--- src/rtl/toggle_pkg.sv ---
// toggle_pkg: shared constants for the toggle counter.
//   DEFAULT_WIDTH : default counter width in bits
//   DIR_UP/DIR_DN : values of the 'up' direction input
package toggle_pkg;
    localparam int   DEFAULT_WIDTH = 4;
    localparam logic DIR_UP        = 1'b1;
    localparam logic DIR_DN        = 1'b0;
endpackage : toggle_pkg

--- src/rtl/t_flip_cell.sv ---
// t_flip_cell: one-bit T flip-flop storage cell.
//   clk : clock, rising edge
//   rst : asynchronous active-low reset, clears q
//   t   : toggle request; q inverts on the edge when t=1
//   q   : stored bit
module t_flip_cell (
    input  logic clk,
    input  logic rst,
    input  logic t,
    output logic q
);

    always_ff @(posedge clk or negedge rst) begin
        if (!rst) begin
            q <= 1'b0;
        end else if (t) begin
            q <= ~q;
        end
    end

endmodule : t_flip_cell

--- src/rtl/toggle_counter.sv ---
// toggle_counter: modulo (0..mod_max) up/down counter built from T cells.
//   clk     : clock, rising edge
//   rst     : asynchronous active-low reset (q=0, ovf=0, t=0, tc=0)
//   en      : count one step this clock
//   up      : direction, DIR_UP counts up, DIR_DN counts down
//   load    : synchronous load of din (clamped to mod_max), beats en
//   din     : load value
//   mod_max : terminal value of the count range
//   clr_ovf : synchronous clear of ovf (a wrap in the same cycle wins)
//   q       : registered count
//   t       : per-bit toggle vector, q_next ^ q
//   tc      : combinational terminal count (a wrap happens on this edge)
//   ovf     : sticky wrap flag
module toggle_counter
    import toggle_pkg::*;
#(
    parameter int WIDTH = DEFAULT_WIDTH
) (
    input  logic             clk,
    input  logic             rst,
    input  logic             en,
    input  logic             up,
    input  logic             load,
    input  logic [WIDTH-1:0] din,
    input  logic [WIDTH-1:0] mod_max,
    input  logic             clr_ovf,
    output logic [WIDTH-1:0] q,
    output logic [WIDTH-1:0] t,
    output logic             tc,
    output logic             ovf
);

    localparam logic [WIDTH-1:0] ONE = {{(WIDTH-1){1'b0}}, 1'b1};

    logic [WIDTH-1:0] q_next;
    logic             wrap;

    // Next-state selection; the count itself only moves through toggles.
    always_comb begin
        q_next = q;
        wrap   = 1'b0;
        if (load) begin
            q_next = (din > mod_max) ? mod_max : din;
        end else if (en) begin
            if (up == DIR_UP) begin
                // q above a shrunken mod_max also wraps to 0.
                if (q >= mod_max) begin
                    q_next = '0;
                    wrap   = 1'b1;
                end else begin
                    q_next = q + ONE;
                end
            end else begin
                if (q == '0) begin
                    q_next = mod_max;
                    wrap   = 1'b1;
                end else if (q > mod_max) begin
                    // Re-range into 0..mod_max; not counted as a wrap.
                    q_next = mod_max;
                end else begin
                    q_next = q - ONE;
                end
            end
        end
    end

    // Gating with rst keeps t and tc at 0 during reset regardless of inputs.
    assign t  = rst ? (q_next ^ q) : '0;
    assign tc = rst & wrap;

    for (genvar i = 0; i < WIDTH; i++) begin : g_cell
        t_flip_cell u_cell (
            .clk (clk),
            .rst (rst),
            .t   (t[i]),
            .q   (q[i])
        );
    end

    always_ff @(posedge clk or negedge rst) begin
        if (!rst) begin
            ovf <= 1'b0;
        end else if (wrap) begin
            ovf <= 1'b1;
        end else if (clr_ovf) begin
            ovf <= 1'b0;
        end
    end

endmodule : toggle_counter

--- config.mk ---
export PLATFORM = sky130hd
export DESIGN_NAME = toggle_counter
export DESIGN_NICKNAME = d
export VERILOG_FILES = /design/src/rtl/toggle_pkg.sv /design/src/rtl/t_flip_cell.sv /design/src/rtl/toggle_counter.sv
export SDC_FILE = /design/constraint.sdc
export NUM_CORES = 1
export LEC_CHECK = 0
export ABC_CLOCK_PERIOD_IN_PS = 2450
export CAP_MARGIN = 20
export CORE_MARGIN = 2
export CORE_UTILIZATION = 38
export DETAILED_ROUTE_END_ITERATION = 8
export PLACE_DENSITY = 0.68
export SLEW_MARGIN = 5
export SYNTH_ARGS = -nofsm -noshare
export SYNTH_HDL_FRONTEND = slang
export SYNTH_HIERARCHICAL = 1
export SYNTH_SLANG_ARGS = --single-unit
--- constraint.sdc ---
create_clock -name clk -period 2.45 [get_ports clk]
set_input_delay 0.3675 -clock clk [delete_from_list [all_inputs] [get_ports clk]]
set_output_delay 0.3675 -clock clk [all_outputs]
set_load 0.05 [all_outputs]
==> results of run 1 <==
routing by layer:
layer / global-route usage [%] / wire (microns) / up-vias
met3: 7.76 / 254 / 10
met5: 0 / 0 / -
met2: 54.9 / 1860 / 61
met1: 33.5 / 1440 / 588
met4: 11.4 / 85 / 0
li1: - / - / 535
timing repair:
| action | in CTS | in global routing |
|---|---|---|
| setup endpoints to repair | 9 | 9 |
| pin swaps | 15 | 13 |
| setup buffers | 15 | 3 |
| gates resized for setup | 45 | 14 |
| gates cloned | 0 | 0 |
worst max-delay path, delay by kind of cell (launching register included):
| kind | cells | cell delay (ps) |
|---|---|---|
| adder cells (fa/ha/maj) | 1 | 280 |
| AND/OR/NAND/NOR | 2 | 630 |
| buffers and inverters | 1 | 160 |
| AO/OA/AOI/OAI | 3 | 600 |
| multiplexers | 1 | 320 |
| flip-flops | 1 | 510 |
cells in the final DEF, fill, tap and decap left out, types with 2 or more instances in the layout:
cell type	n
nand2b_1	2
a31oi_4	3
nor3_1	2
inv_2	5
nand3_1	2
clkbuf_4	3
dlygate4sd2_1	4
ha_4	7
nand2_1	8
a21oi_1	2
inv_1	3
xnor2_1	2
nand3b_1	3
dfrtp_2	2
nand4_1	2
buf_12	4
buf_4	42
o21ai_2	2
clkbuf_2	2
a21oi_2	2
xor2_1	8
nor2b_4	2
mux2i_1	3
nor2_1	11
o211ai_1	3
mux2_4	3
clkdlybuf4s50_1	10
ha_1	2
buf_6	4
dfrtp_4	2
state kept, by name, indices dropped and copies added, names as in the netlist:
name	count
g_cell.u_cell/q	4
ovf	1
how the worst max path moves through the flow:
stage,slack (ps),depth (start not counted),to
floorplan,-510,7,t[3]
global placement,-730,10,t[3]
detailed placement,-790,10,t[3]
CTS,-620,9,t[3]
global route,-710,8,t[3]
finish,-680,8,t[3]
area by class of cell:
type | count | area, sq um | share of cell area (%)
tap | 28 | 35.0 | 1.96
multi-input combinational | 93 | 941 | 52.8
inverter | 8 | 30.0 | 1.68
timing repair buffer | 69 | 616 | 34.5
clock buffer | 4 | 26.3 | 1.47
sequential | 5 | 135 | 7.58
synth_stat cells, drive strengths merged (5+ instances only):
library cell / count
ha: 10
nor2: 12
nand2: 9
inv: 8
xor2: 8
mux2i: 5
a21oi: 5
dfrtp: 5
power by group:
group	switching (W)	internal, W	leakage, nW	total (W)
clock	0.0000415	0.0000621	0.0150	0.000104
combinational	0.000909	0.000864	0.730	0.00177
sequential	0.0000496	0.000139	0.0564	0.000188
metrics by stage:
| step | hold WS [ps] | setup TNS (ps) | utilization, % |
|---|---|---|---|
| 2_1_floorplan | 71.9 | -1080 | - |
| 3_3_place_gp | 496 | -4540 | 69.3 |
| 3_5_place_dp | 514 | -5040 | 69.3 |
| 4_1_cts | 317 | -2280 | 80.3 |
| 5_1_grt | 316 | -3140 | 81.4 |
| 6_report | 326 | -2720 | 81.4 |
logic make-up (layout without fill, tap and decap cells):
group / Yosys count / count (layout) / share of synthesized area, %
simple gates: 41 / 41 / 24.5
compound gates: 24 / 24 / 20.0
buf+inv: 12 / 81 / 6.48
fa+ha+maj: 10 / 10 / 14.4
xor+xnor: 10 / 10 / 10.1
mux: 8 / 8 / 10.1
flops: 5 / 5 / 14.4
==> metrics.txt, run 1 <==
status=finished with violations; failing checks=setup timing; placed insts=a little under 200; Total Power Consumption=between 0.002 and 0.0025 W; worst slack, placed=-792 ps; worst reg2reg startpoint=g_cell[1].u_cell/q; CP peak stage delay=510 ps; number of synthesized flops with an enable pin=0; initial core utilization=39.6%; final WL=between 3000 and 4000 microns; max-slew violation count=0; Slowest cell on crit path=dfrtp_4; share of cells above drive strength 1=55.9%; Core Rows=17; Setup Skew=between 3 and 4 ps; top post-synthesis cells by area=dfrtp_1, ha_1, xor2_1; average instance area after synthesis=a little under 8 sq um; fin worst setup slack=-681 ps; actual slew at the worst max-slew pin=between 500 and 600 ps; Power Density=1160 nW/um^2; largest net degree at the start of global routing=12; Final #Nets=204; # hold bufs at CTS=0; Max Cap Viol=0; Syn. warnings=6; fin crit period=~3100 ps; vias in the first global route=between 1,000 and 1,500; fill count=roughly 130; grt total ovfl=0; IO buf count=23; final worst-path cycle share=128%; Initial DRC Count=51; critical path cell sequence=ha_4 -> nor2b_4 -> o211ai_1 -> a21oi_2 -> mux2_4 -> or4b_4 -> a31oi_4 -> buf_12; Worst-Skew Late Latency=around 260 ps; Min-Delay Path Class=primary input to async pin; die area=between 2000 and 3000 sq um; Synth top area share=14.4%; worst setup path start=g_cell[1].u_cell/q; Placer Congestion=about 0.9; Routed WL per cell=around 18 microns; overall routing resource usage=around 30%; dpl cell area=around 1500 sq um; first-pass GRT wire length=around 6000 microns; Final Hold Fails=0; number of synthesized register bits=5; worst-path maximum fanout=3; DR pass1 iterations=4; Worst R2R Path Depth=11; Ports=24; Vias=between 1,000 and 1,500; Primary FF master, synth=dfrtp_1; P_leak=approximately 0.8 nW; RSZ-0062 raised after global routing=yes; RR Endpoint=g_cell[3].u_cell/q; Setup-failing EPs final=8; Ant. Diodes=0; Finished Cell Area=around 1800 sq um; CTS max path bufs=2; CTS clk-pin slew, worst paths=~50 ps; Mapped Area=just under 900 sq um; kind of critical path=flop to primary output; Synth Net Count=roughly 130; antenna-violating nets left=0; TritonCTS clock tree=built; arrival time worst endpoint=about 2800 ps; H-tree levels=1; synth unique cells=40; number of remaining DRC errors=0; Synth-to-Final Area Change=105%; Die Width=51.8 microns; Detail Placement HPWL=2330 microns; root buf cell=clkbuf_4; Slew HR=66.4%; Setup crit end kind=primary output; Die Height=around 52 microns; vias per cell=between 5 and 6; Max Clk Rate=about 0.32 GHz; Sink Count=5; Num CTS Buffers=3; CP startpoint kind=flop; Worst EP required=about 2100 ps; R2R setup slack=-440 ps; Seq/Total Area, Yosys=14.4%; Core Footprint=around 2200 sq um; post-synthesis cell count=110; final std cells w/o fill=about 210; initial antenna violation count=0; cell taking the most area after synthesis=dfrtp_1; peak supply drop=between 1 and 1.5 mV; Async S/R FF share, synth=100%
Note: power is estimated with default switching activity, not from simulation.
==> inputs of run 2 (changes only) <==
--- a/config.mk
+++ b/config.mk
@@ -9,7 +9,9 @@
 export CAP_MARGIN = 20
 export CORE_MARGIN = 2
 export CORE_UTILIZATION = 38
+export CTS_CLUSTER_SIZE = 12
 export DETAILED_ROUTE_END_ITERATION = 8
+export HOLD_SLACK_MARGIN = 0.15
 export PLACE_DENSITY = 0.68
 export SLEW_MARGIN = 5
 export SYNTH_ARGS = -nofsm -noshare
==> results of run 2 <==
No change in the layout: final DEF, timing and power equal those of run 1.
==> inputs of run 3 (changes only) <==
--- a/config.mk
+++ b/config.mk
@@ -11,8 +11,9 @@
 export CORE_UTILIZATION = 38
 export CTS_CLUSTER_SIZE = 12
 export DETAILED_ROUTE_END_ITERATION = 8
+export DONT_BUFFER_PORTS = 1
 export HOLD_SLACK_MARGIN = 0.15
-export PLACE_DENSITY = 0.68
+export REMOVE_ABC_BUFFERS = 1
 export SLEW_MARGIN = 5
 export SYNTH_ARGS = -nofsm -noshare
 export SYNTH_HDL_FRONTEND = slang
==> constraint.sdc (replaced) <==
create_clock -name clk -period 2.45 [get_ports clk]
set_input_delay 0.245 -clock clk [delete_from_list [all_inputs] [get_ports clk]]
set_output_delay 0.245 -clock clk [all_outputs]
set_load 0.05 [all_outputs]
==> run 3 against run 2 <==
The flow still finishes with violations (setup timing); power is 12% lower; sequential power is 7% higher; via count is 16% lower; non-clock buffer count is 35 lower; clock power is 4% lower; sequential share of layout area is 1.8 points higher; hold slack worse by 140 ps; first-iteration DRC count is 47% lower; clock skew is 1.6 ps higher; setup slack better by 200 ps; die area stayed put; critical path type unchanged; largest power group unchanged; highest routed layer unchanged.
==> metrics.txt, run 3 (same netlist as run 1, synthesis figures left out) <==
Die Width=51.8 microns (unchanged); final worst-path cycle share=119% (-8.3 points); Vias=1,003 (-16%); initial core utilization=39.6% (unchanged); share of cells above drive strength 1=45.1% (-11 points); worst slack, placed=-379 ps (+413 ps); Final Hold Fails=0 (unchanged); Min-Delay Path Class=primary input to flop; Power Density=1330 nW/um^2 (+15%); CP startpoint kind=flop; Total Power Consumption=0.00182 W (-12%); final WL=2860 microns (-21%); number of remaining DRC errors=0 (unchanged); Ant. Diodes=0 (unchanged); Synth-to-Final Area Change=57.1%; actual slew at the worst max-slew pin=485 ps (-17.2 ps); Core Rows=17 (unchanged); Ports=24 (unchanged); Hold Slack=182 ps (-143 ps); Biggest register=g_cell.u_cell/q; initial antenna violation count=0 (unchanged); peak supply drop=0.750 mV (-27%); die area=2680 sq um (unchanged); P_leak=0.618 nW (-23%); Setup-failing EPs final=6 (-2); kind of critical path=flop to primary output; gr busiest metal=met2; max-slew violation count=0 (unchanged); Placer Congestion=0.878 (-2.4%); failing checks=setup timing; fin worst setup slack=-477 ps (+203 ps); overall routing resource usage=20.4% (-9.8 points); Setup Skew=4.80 ps (+1.60 ps); antenna-violating nets left=0 (unchanged); Initial DRC Count=27 (-47%); biggest regs=g_cell.u_cell/q (4), ovf (1); worst-path maximum fanout=4 (+1); first-pass GRT wire length=4110 microns (-31%); vias per cell=5.83 (+1.1%); status=finished with violations; fin crit period=2930 ps (-203 ps); largest net degree at the start of global routing=16 (+4); Num CTS Buffers=3 (unchanged); M3 GR Usage=4.60% (-3.2 points); most common cell after layout, fill and taps aside=buf_4; Core Footprint=2190 sq um (unchanged); Sink Count=5 (unchanged); TritonCTS clock tree=built; grt total ovfl=0 (unchanged); met2 GRT Util=36.8% (-18 points); Worst-Skew Late Latency=250 ps (about the same); RSZ-0062 raised after global routing=yes; Setup crit end kind=primary output; IO buf count=0 (-100%); DR pass1 iterations=4 (unchanged); GRT met1 Usage=23.8% (-9.7 points); Worst EP required=2200 ps (+120 ps); CTS max path bufs=2 (unchanged); arrival time worst endpoint=2680 ps (-80 ps); vias in the first global route=952 (-24%); H-tree levels=1 (unchanged); Routed WL per cell=16.6 microns (-5.5%); Die Height=51.8 microns (unchanged); root buf cell=clkbuf_4; Max Clk Rate=0.342 GHz (+6.9%); CTS clk-pin slew, worst paths=50 ps (about the same); Detail Placement HPWL=1860 microns (-20%); Post-Route Utilization=62.3% (-19 points); Slew HR=67.7% (+1.3 points); Final #Nets=169 (-17%); max reg flops=4 (unchanged); most frequent cells in the layout=buf_4, nor2_1, buf_6; Max Cap Viol=0 (unchanged)
## run 3: per-layer routing
layer,vias up,wire length (microns)
met5,-,0
met4,0,25
met3,6,127
met2,33,1500
met1,497,1210
li1,467,-
## run 3: report_power, final
| part | total, W | switching [W] | internal [W] |
|---|---|---|---|
| clock | 0.0000998 | 0.0000379 | 0.0000618 |
| combinational | 0.00152 | 0.000804 | 0.000712 |
| sequential | 0.000202 | 0.0000744 | 0.000127 |
| total | 0.00182 | 0.000916 | 0.000901 |
## run 3: path summary, 6_finish.rpt
check	start	endpoint	slack (ps)	cells past startpoint
setup / recovery	g_cell[1].u_cell/q	t[3]	-480	8
hold / removal	clr_ovf	ovf	180	2
setup reg to reg	g_cell[1].u_cell/q	g_cell[3].u_cell/q	-390	12
hold reg to reg	g_cell[2].u_cell/q	g_cell[2].u_cell/q	720	2
max in group asynchronous	rst	g_cell[1].u_cell/q	1920	1
min in group asynchronous	rst	g_cell[3].u_cell/q	300	1
## run 3: timing repair
item,CTS,global route
setup buffers,12,7
hold endpoints to repair,5,0
resized for setup,21,22
setup endpoints to repair,5,8
hold buffers,1,0
pin swaps,8,9
## run 3: area by class of cell
| cell class | instances | area [sq um] |
|---|---|---|
| Multi-Input combinational cell | 93 | 850 |
| Fill cell | 183 | 827 |
| Timing Repair Buffer | 34 | 295 |
| Sequential cell | 5 | 128 |
| Tap cell | 28 | 35.0 |
| Inverter | 8 | 30.0 |
| Clock buffer | 4 | 26.3 |
## run 3: per-stage QoR
stage	instances	TNS [ps]	cell area, sq um
5_1_grt	172	-2080	1360
2_1_floorplan	106	-5390	842
3_3_place_gp	156	-399	1040
6_report	172	-1710	1360
3_5_place_dp	156	-650	1040
4_1_cts	170	-1370	1240
## run 3: critical path, cell delays in order, from the launching register on
cell	delay (ps)
dfrtp_2	440
ha_4	290
nor2b_4	140
o211ai_1	130
a21oi_2	240
mux2_4	330
or4b_4	500
a31oi_4	190
buf_6	180
